`config.mk`:
```
export PLATFORM = sky130hd
export DESIGN_NAME = corescore_uart_emitter
export DESIGN_NICKNAME = d
export VERILOG_FILES = /design/src/rtl/corescore_uart_emitter_pkg.sv /design/src/rtl/corescore_uart_emitter_fifo.sv /design/src/rtl/corescore_uart_emitter.sv
export SDC_FILE = /design/constraint.sdc
export NUM_CORES = 1
export LEC_CHECK = 0
export CAP_MARGIN = 20
export CORE_MARGIN = 2
export CORE_UTILIZATION = 45
export DETAILED_ROUTE_END_ITERATION = 8
export GPL_TIMING_DRIVEN = 0
export MAX_ROUTING_LAYER = met4
export REMOVE_ABC_BUFFERS = 1
export SYNTH_ARGS = -nofsm -noshare
export SYNTH_HDL_FRONTEND = slang
export SYNTH_SLANG_ARGS = --single-unit
```
`constraint.sdc`:
```
create_clock -name i_clk -period 3.1 [get_ports i_clk]
set_clock_uncertainty 0.2 [all_clocks]
set_input_delay 0.62 -clock i_clk [delete_from_list [all_inputs] [get_ports i_clk]]
set_output_delay 0.62 -clock i_clk [all_outputs]
set_load 0.01 [all_outputs]
```
`src/rtl/corescore_uart_emitter_pkg.sv`:
```
// Shared types and helpers for the corescore stream-to-UART emitter.
// The baud divisor is rounded to the nearest whole clock count.
package corescore_uart_pkg;

    typedef enum logic [2:0] {
        ST_IDLE,
        ST_START,
        ST_DATA,
        ST_PAR,
        ST_STOP
    } uart_state_t;

    typedef enum logic [1:0] {
        PAR_NONE = 2'd0,
        PAR_ODD  = 2'd1,
        PAR_EVEN = 2'd2
    } parity_t;

    typedef enum logic [1:0] {
        EOL_NONE,
        EOL_CR,
        EOL_LF
    } eol_t;

    localparam logic [7:0] ASCII_CR = 8'h0D;
    localparam logic [7:0] ASCII_LF = 8'h0A;

    function automatic int uart_div(input int clk, input int baud);
        return (clk + baud / 2) / baud;
    endfunction

endpackage

```
`src/rtl/corescore_uart_emitter_fifo.sv`:
```
// Synchronous FIFO with registered occupancy count and async active-high reset.
// Pointers wrap naturally because DEPTH is a power of two.
module corescore_sync_fifo #(
    parameter int WIDTH = 9,
    parameter int DEPTH = 16
) (
    input  logic                     clk,
    input  logic                     rst,
    input  logic                     push,
    input  logic                     pop,
    input  logic [WIDTH-1:0]         din,
    output logic [WIDTH-1:0]         dout,
    output logic                     full,
    output logic                     empty,
    output logic [$clog2(DEPTH):0]   level
);

    localparam int AW = $clog2(DEPTH);
    localparam int LW = AW + 1;

    logic [WIDTH-1:0] mem [DEPTH];
    logic [AW-1:0]    wr_ptr;
    logic [AW-1:0]    rd_ptr;
    logic             push_ok;
    logic             pop_ok;

    assign full    = (level == LW'(DEPTH));
    assign empty   = (level == '0);
    assign push_ok = push & ~full;
    assign pop_ok  = pop & ~empty;
    assign dout    = mem[rd_ptr];

    always_ff @(posedge clk) begin
        if (push_ok) begin
            mem[wr_ptr] <= din;
        end
    end

    always_ff @(posedge clk or posedge rst) begin
        if (rst) begin
            wr_ptr <= '0;
            rd_ptr <= '0;
            level  <= '0;
        end else begin
            if (push_ok) begin
                wr_ptr <= wr_ptr + AW'(1);
            end
            if (pop_ok) begin
                rd_ptr <= rd_ptr + AW'(1);
            end
            level <= level + LW'(push_ok) - LW'(pop_ok);
        end
    end

endmodule

```
`src/rtl/corescore_uart_emitter.sv`:
```
// Stream-to-UART emitter: buffers stream bytes in a FIFO and serialises them
// with configurable width, parity and stop bits, optionally adding CR/LF after tlast.
module corescore_uart_emitter
    import corescore_uart_pkg::*;
#(
    parameter int DW          = 8,
    parameter int DEPTH       = 16,
    parameter int CLK_FREQ_HZ = 16000000,
    parameter int BAUD        = 57600,
    parameter int PARITY      = 0,
    parameter int STOP_BITS   = 1,
    parameter int EOL_MODE    = 0
) (
    input  logic                     i_clk,
    input  logic                     i_rst,
    input  logic [7:0]               i_tdata,
    input  logic                     i_tlast,
    input  logic                     i_tvalid,
    output logic                     o_tready,
    output logic                     o_uart_tx,
    output logic                     o_busy,
    output logic [$clog2(DEPTH):0]   o_level
);

    localparam int DIV = uart_div(CLK_FREQ_HZ, BAUD);
    localparam int CW  = $clog2(DIV);
    localparam int LW  = $clog2(DEPTH) + 1;
    localparam logic [CW-1:0] RELOAD = CW'(DIV - 1);

    uart_state_t    state_q, state_d;
    logic [CW-1:0]  cnt_q, cnt_d;
    logic [2:0]     bit_q, bit_d;
    logic [DW-1:0]  sh_q, sh_d;
    logic           par_q, par_d;
    logic           stop_q, stop_d;
    eol_t           pend_q, pend_d;
    eol_t           after_q, after_d;

    logic [8:0]     fifo_dout;
    logic           fifo_full;
    logic           fifo_empty;
    logic [LW-1:0]  fifo_level;
    logic           push;
    logic           pop;
    logic           load;
    logic [7:0]     load_byte;
    logic           tick;
    logic           tready_q;

    assign push     = i_tvalid & tready_q & ~fifo_full;
    assign tick     = (cnt_q == '0);
    assign o_tready = tready_q;
    assign o_level  = fifo_level;
    assign o_busy   = (state_q != ST_IDLE) | (pend_q != EOL_NONE);

    corescore_sync_fifo #(
        .WIDTH (9),
        .DEPTH (DEPTH)
    ) u_fifo (
        .clk   (i_clk),
        .rst   (i_rst),
        .push  (push),
        .pop   (pop),
        .din   ({i_tlast, i_tdata}),
        .dout  (fifo_dout),
        .full  (fifo_full),
        .empty (fifo_empty),
        .level (fifo_level)
    );

    // tready tracks the post-edge occupancy so upstream never sees a stale slot.
    always_ff @(posedge i_clk or posedge i_rst) begin
        if (i_rst) begin
            tready_q <= 1'b0;
        end else begin
            tready_q <= ((fifo_level + LW'(push) - LW'(pop)) != LW'(DEPTH));
        end
    end

    always_ff @(posedge i_clk or posedge i_rst) begin
        if (i_rst) begin
            state_q <= ST_IDLE;
            cnt_q   <= '0;
            bit_q   <= '0;
            sh_q    <= '0;
            par_q   <= 1'b0;
            stop_q  <= 1'b0;
            pend_q  <= EOL_NONE;
            after_q <= EOL_NONE;
        end else begin
            state_q <= state_d;
            cnt_q   <= cnt_d;
            bit_q   <= bit_d;
            sh_q    <= sh_d;
            par_q   <= par_d;
            stop_q  <= stop_d;
            pend_q  <= pend_d;
            after_q <= after_d;
        end
    end

    always_comb begin
        state_d   = state_q;
        cnt_d     = cnt_q;
        bit_d     = bit_q;
        sh_d      = sh_q;
        par_d     = par_q;
        stop_d    = stop_q;
        pend_d    = pend_q;
        after_d   = after_q;
        pop       = 1'b0;
        load      = 1'b0;
        load_byte = 8'h00;

        case (state_q)
            ST_IDLE: begin
                // A pending CR/LF always wins over queued stream bytes.
                if (pend_q != EOL_NONE) begin
                    load      = 1'b1;
                    load_byte = (pend_q == EOL_CR) ? ASCII_CR : ASCII_LF;
                    after_d   = (pend_q == EOL_CR) ? EOL_LF : EOL_NONE;
                    pend_d    = EOL_NONE;
                end else if (!fifo_empty) begin
                    load      = 1'b1;
                    pop       = 1'b1;
                    load_byte = fifo_dout[7:0];
                    after_d   = (fifo_dout[8] && EOL_MODE != 0) ? EOL_CR : EOL_NONE;
                end
                if (load) begin
                    sh_d    = load_byte[DW-1:0];
                    par_d   = (^load_byte[DW-1:0]) ^ (PARITY == int'(PAR_ODD));
                    cnt_d   = RELOAD;
                    state_d = ST_START;
                end
            end
            ST_START: begin
                if (tick) begin
                    cnt_d   = RELOAD;
                    bit_d   = '0;
                    state_d = ST_DATA;
                end else begin
                    cnt_d = cnt_q - CW'(1);
                end
            end
            ST_DATA: begin
                if (tick) begin
                    cnt_d = RELOAD;
                    sh_d  = sh_q >> 1;
                    if (bit_q == 3'(DW - 1)) begin
                        stop_d  = 1'b0;
                        state_d = (PARITY != 0) ? ST_PAR : ST_STOP;
                    end else begin
                        bit_d = bit_q + 3'd1;
                    end
                end else begin
                    cnt_d = cnt_q - CW'(1);
                end
            end
            ST_PAR: begin
                if (tick) begin
                    cnt_d   = RELOAD;
                    stop_d  = 1'b0;
                    state_d = ST_STOP;
                end else begin
                    cnt_d = cnt_q - CW'(1);
                end
            end
            ST_STOP: begin
                if (tick) begin
                    cnt_d = RELOAD;
                    if (stop_q == 1'(STOP_BITS - 1)) begin
                        pend_d  = after_q;
                        state_d = ST_IDLE;
                    end else begin
                        stop_d = 1'b1;
                    end
                end else begin
                    cnt_d = cnt_q - CW'(1);
                end
            end
            default: state_d = ST_IDLE;
        endcase
    end

    always_comb begin
        case (state_q)
            ST_START: o_uart_tx = 1'b0;
            ST_DATA:  o_uart_tx = sh_q[0];
            ST_PAR:   o_uart_tx = par_q;
            default:  o_uart_tx = 1'b1;
        endcase
    end

endmodule

```
==> metrics.md <==
| Metric | Value |
|---|---|
| Hold-critical path depth | `2` |
| Yosys reg bits | `approximately 170` |
| Num CTS Buffers | `17` |
| # IOs | `20` |
| EDFF count, synth | `128` |
| Syn Inst Count | `approximately 440` |
| F_max | `332 MHz` |
| Worst EP required | `3.20 ns` |
| First-pass GRT wire length | `around 21000 um` |
| CP Class | `flip-flop to flip-flop` |
| Minimum clock period | `3.01 ns` |
| LEAKAGE | `2.82 nW` |
| GPL Wtd Cong | `slightly below 0.8` |
| Cell area after synthesis | `7080 um^2` |
| Clock sinks | `166` |
| Slowest-stage cell, CP | `or4b_4` |
| Die width | `about 130 um` |
| Hold EP | `par_q` |
| Top_reg_cell synth | `edfxtp_1` |
| Cell area after layout | `8070 um^2` |
| Simple-gate share of the synthesized area | `0.0705` |
| Drt total wl | `between 10000 and 15000 um` |
| Routed len/inst | `about 19 um` |
| Total congestion overflow | `0` |
| H-Tree Depth | `4` |
| Final core utilization | `0.527` |
| Status | `complete, no violations` |
| Post-synthesis sequential area ratio | `0.677` |
| Global Route Usage Sum | `0.181` |
| Worst-path clk slew | `0.06 ns` |
| Final Cycle Share | `0.971` |
| Slew HR | `0.402` |
| Pwr Density | `724 nW/um^2` |
| Commonest non-fill, non-tap cell in the layout | `edfxtp_1` |
| CP Launch Type | `flip-flop` |
| Cell area after placement | `roughly 7400 um^2` |
| Initial drt markers | `247` |
| Async set-reset flop share out of synthesis | `0.229` |
| Syn Area/Cell | `16.0 um^2` |
| Clock Latency Late Sink | `0.43 ns` |
| Non-Filler Instances | `slightly below 700` |
| Final ANT Viol Nets | `0` |
| Cell Chain, Critical Path | `inv_2 -> ha_4 -> or4b_4 -> nand2_4 -> inv_2 -> ha_1 -> inv_1 -> ha_1 -> fa_2 -> a21oi_2 -> nor2_1 -> nor2_1 -> xnor2_1 -> nand3_1` |
| Share of cells above drive strength 1 | `0.167` |
| Height of the die | `approximately 130 um` |
| Number of max-cap violations | `0` |
| CTS tree | `done` |
| Worst r2r src | `u_fifo.level[3]` |
| Via/cell ratio | `5.35` |
| Core Box Area | `15300 um^2` |
| Worst R2R Path Depth | `14` |
| Die area | `around 17000 um^2` |
| Placed Cells | `656` |
| Residual DRC | `0` |
| Peak supply drop | `approximately 0.00046 V` |
| Hold_buf cts | `0` |
| Hold Startpoint | `par_q` |
| Buf+Inv Stages, Crit Path | `3` |
| Worst hold path type | `flip-flop to flip-flop` |
| Largest family of logic cells by synthesized area | `multiplexers` |
| Number of antenna violations at the first check in global routing | `0` |
| Largest net degree at the start of global routing | `39` |
| Row count | `45` |
| Area growth, synth to finish | `13.9%` |
| Slew Viols, Final | `0` |
| Fillers | `between 1000 and 1500` |
| CP top delay family | `adder cells` |
| Via count | `roughly 3700` |
| Final Hold Viols | `0` |
| Most frequent cells in the layout | `128 x edfxtp_1, 36 x dfrtp_1, 32 x nor2_1, 32 x nand2_1, 26 x a22oi_1` |
| Worst r2r dst | `o_tready` |
| Pre-Repair DR Iteration Count | `5` |
| Compound-Gate Fraction of Synth Area | `0.0505` |
| Clock Tree Buf Depth | `2` |
| NumNets Final | `between 400 and 500` |
| Worst path arrival time | `3.11 ns` |
| Placed wire-length estimate | `8240 um` |
| Starting Density | `0.462` |
| Worst slew pin tran | `around 0.9 ns` |
| Max incr delay on CP | `0.50 ns` |
| Adder-cell area share of the yosys netlist | `0.0322` |
| Antenna cell count | `0` |
| XOR/XNOR Fraction of Synth Area | `0.0322` |
| CP endpoint kind | `flip-flop` |
| Post-synthesis mux area share | `0.109` |
| Setup TNS | `0 ns` |
| Final setup vio count | `0` |
| YS warnings | `0` |
| Worst-path fanout max | `5` |
| Synth cell types | `44` |
| R2r setup slk | `0.09 ns` |
| Port Buffers | `18` |
| CTS Root Cell | `clkbuf_16` |
| Vias in the first global route | `3784` |
| RSZ-0062 raised after global routing | `true` |
power breakdown:
part	internal, mW	switching [mW]
clock network	1.17	0.812
registers	2.66	0.126
logic	0.477	0.593
per-layer routing:
metal / track usage / routed length (um)
met1: 0.226 / 5730
met2: 0.288 / 6770
met3: 0.0417 / 580
met4: 0.0708 / 184
met5: - / 0
worst max-delay path by stage:
stage | from | endpoint | slack [ns] | cells after the start
2_1_floorplan | u_fifo.level[3] | o_tready | -0.18 | 14
6_report | u_fifo.level[3] | o_tready | 0.09 | 14
3_5_place_dp | u_fifo.level[3] | o_tready | -0.47 | 14
5_1_grt | u_fifo.level[3] | o_tready | -0.10 | 14
3_3_place_gp | u_fifo.rd_ptr[0] | par_q | -0.95 | 7
4_1_cts | u_fifo.level[2] | o_tready | 0.006 | 14
synthesized netlist by cell type, types with 2 or more instances:
master           count  area [um^2]
a22oi_1             26          195
o21ai_0              8         40.0
nand4_1              2         12.5
buf_2                3         15.0
fa_1                 2         40.0
nand2_1             33          124
ha_1                15          188
buf_4                2         15.0
buf_6                2         22.5
nor3_1               9         45.0
edfxtp_1           128         3840
mux4_1              10          263
clkdlybuf4s25_2      3         30.0
a21oi_1             13         65.1
dfrtp_1             38          951
xnor2_1             21          184
nor2b_1              3         18.8
nor2_1              39          146
nand3_1              6         30.0
xor2_1               5         43.8
mux4_2              22          495
nand2b_1             3         18.8
buf_1                2         7.51
inv_1               19         71.3
or4b_2               2         20.0
a21o_1               2         15.0
clkbuf_1             6         22.5
o21ai_1              2         10.0
cells by family (layout without fill, tap and decap cells):
| family | count (synthesis) | count (layout) |
|---|---|---|
| muxes | 33 | 33 |
| buffers and inverters | 38 | 75 |
| xor gates and xnor gates | 26 | 26 |
| DFF | 166 | 166 |
| adders and majority gates | 17 | 17 |
| AOI/OAI and AO/OA | 55 | 55 |
| and+or+nand+nor | 107 | 107 |
flip-flops by register name, indices dropped and copies added (netlist names):
register / cells
o_tready: 1
cnt_q: 9
u_fifo.rd_ptr: 4
u_fifo.level: 5
u_fifo.wr_ptr: 4
state_q: 3
u_fifo.mem: 128
par_q: 1
sh_q: 8
bit_q: 3
cell type report:
cell class              count  area (um^2)  share of cell area
clock buffers              21          440              0.0546
clock inverters            10          108              0.0133
inverters                  19         71.3             0.00884
multi-input cells         238         2150               0.266
flip-flops and latches    166         4800               0.595
well taps                 211          264              0.0327
repair buffers             25          238              0.0295
worst min-delay path, cell delays in order (launching register included):
cell     delay, ns
dfrtp_1       0.35
nand2_1       0.05
o21ai_1       0.06
metrics by stage:
stage | power, mW | hold WS [ns] | worst slack (ns)
2_1_floorplan | 3.49 | 0.255 | -0.177
3_3_place_gp | 3.79 | 0.267 | -0.947
3_5_place_dp | 3.83 | 0.280 | -0.467
4_1_cts | 5.83 | 0.293 | 0.00632
5_1_grt | 6.13 | 0.313 | -0.101
6_report | 5.84 | 0.291 | 0.0900
repair_timing:
item	4_1_cts	5_1_grt
setup buffers	2	1
pin swaps	0	1
endpoints found under the setup margin	21	116
resized for setup	8	12
(Power assumes the default switching activity.)
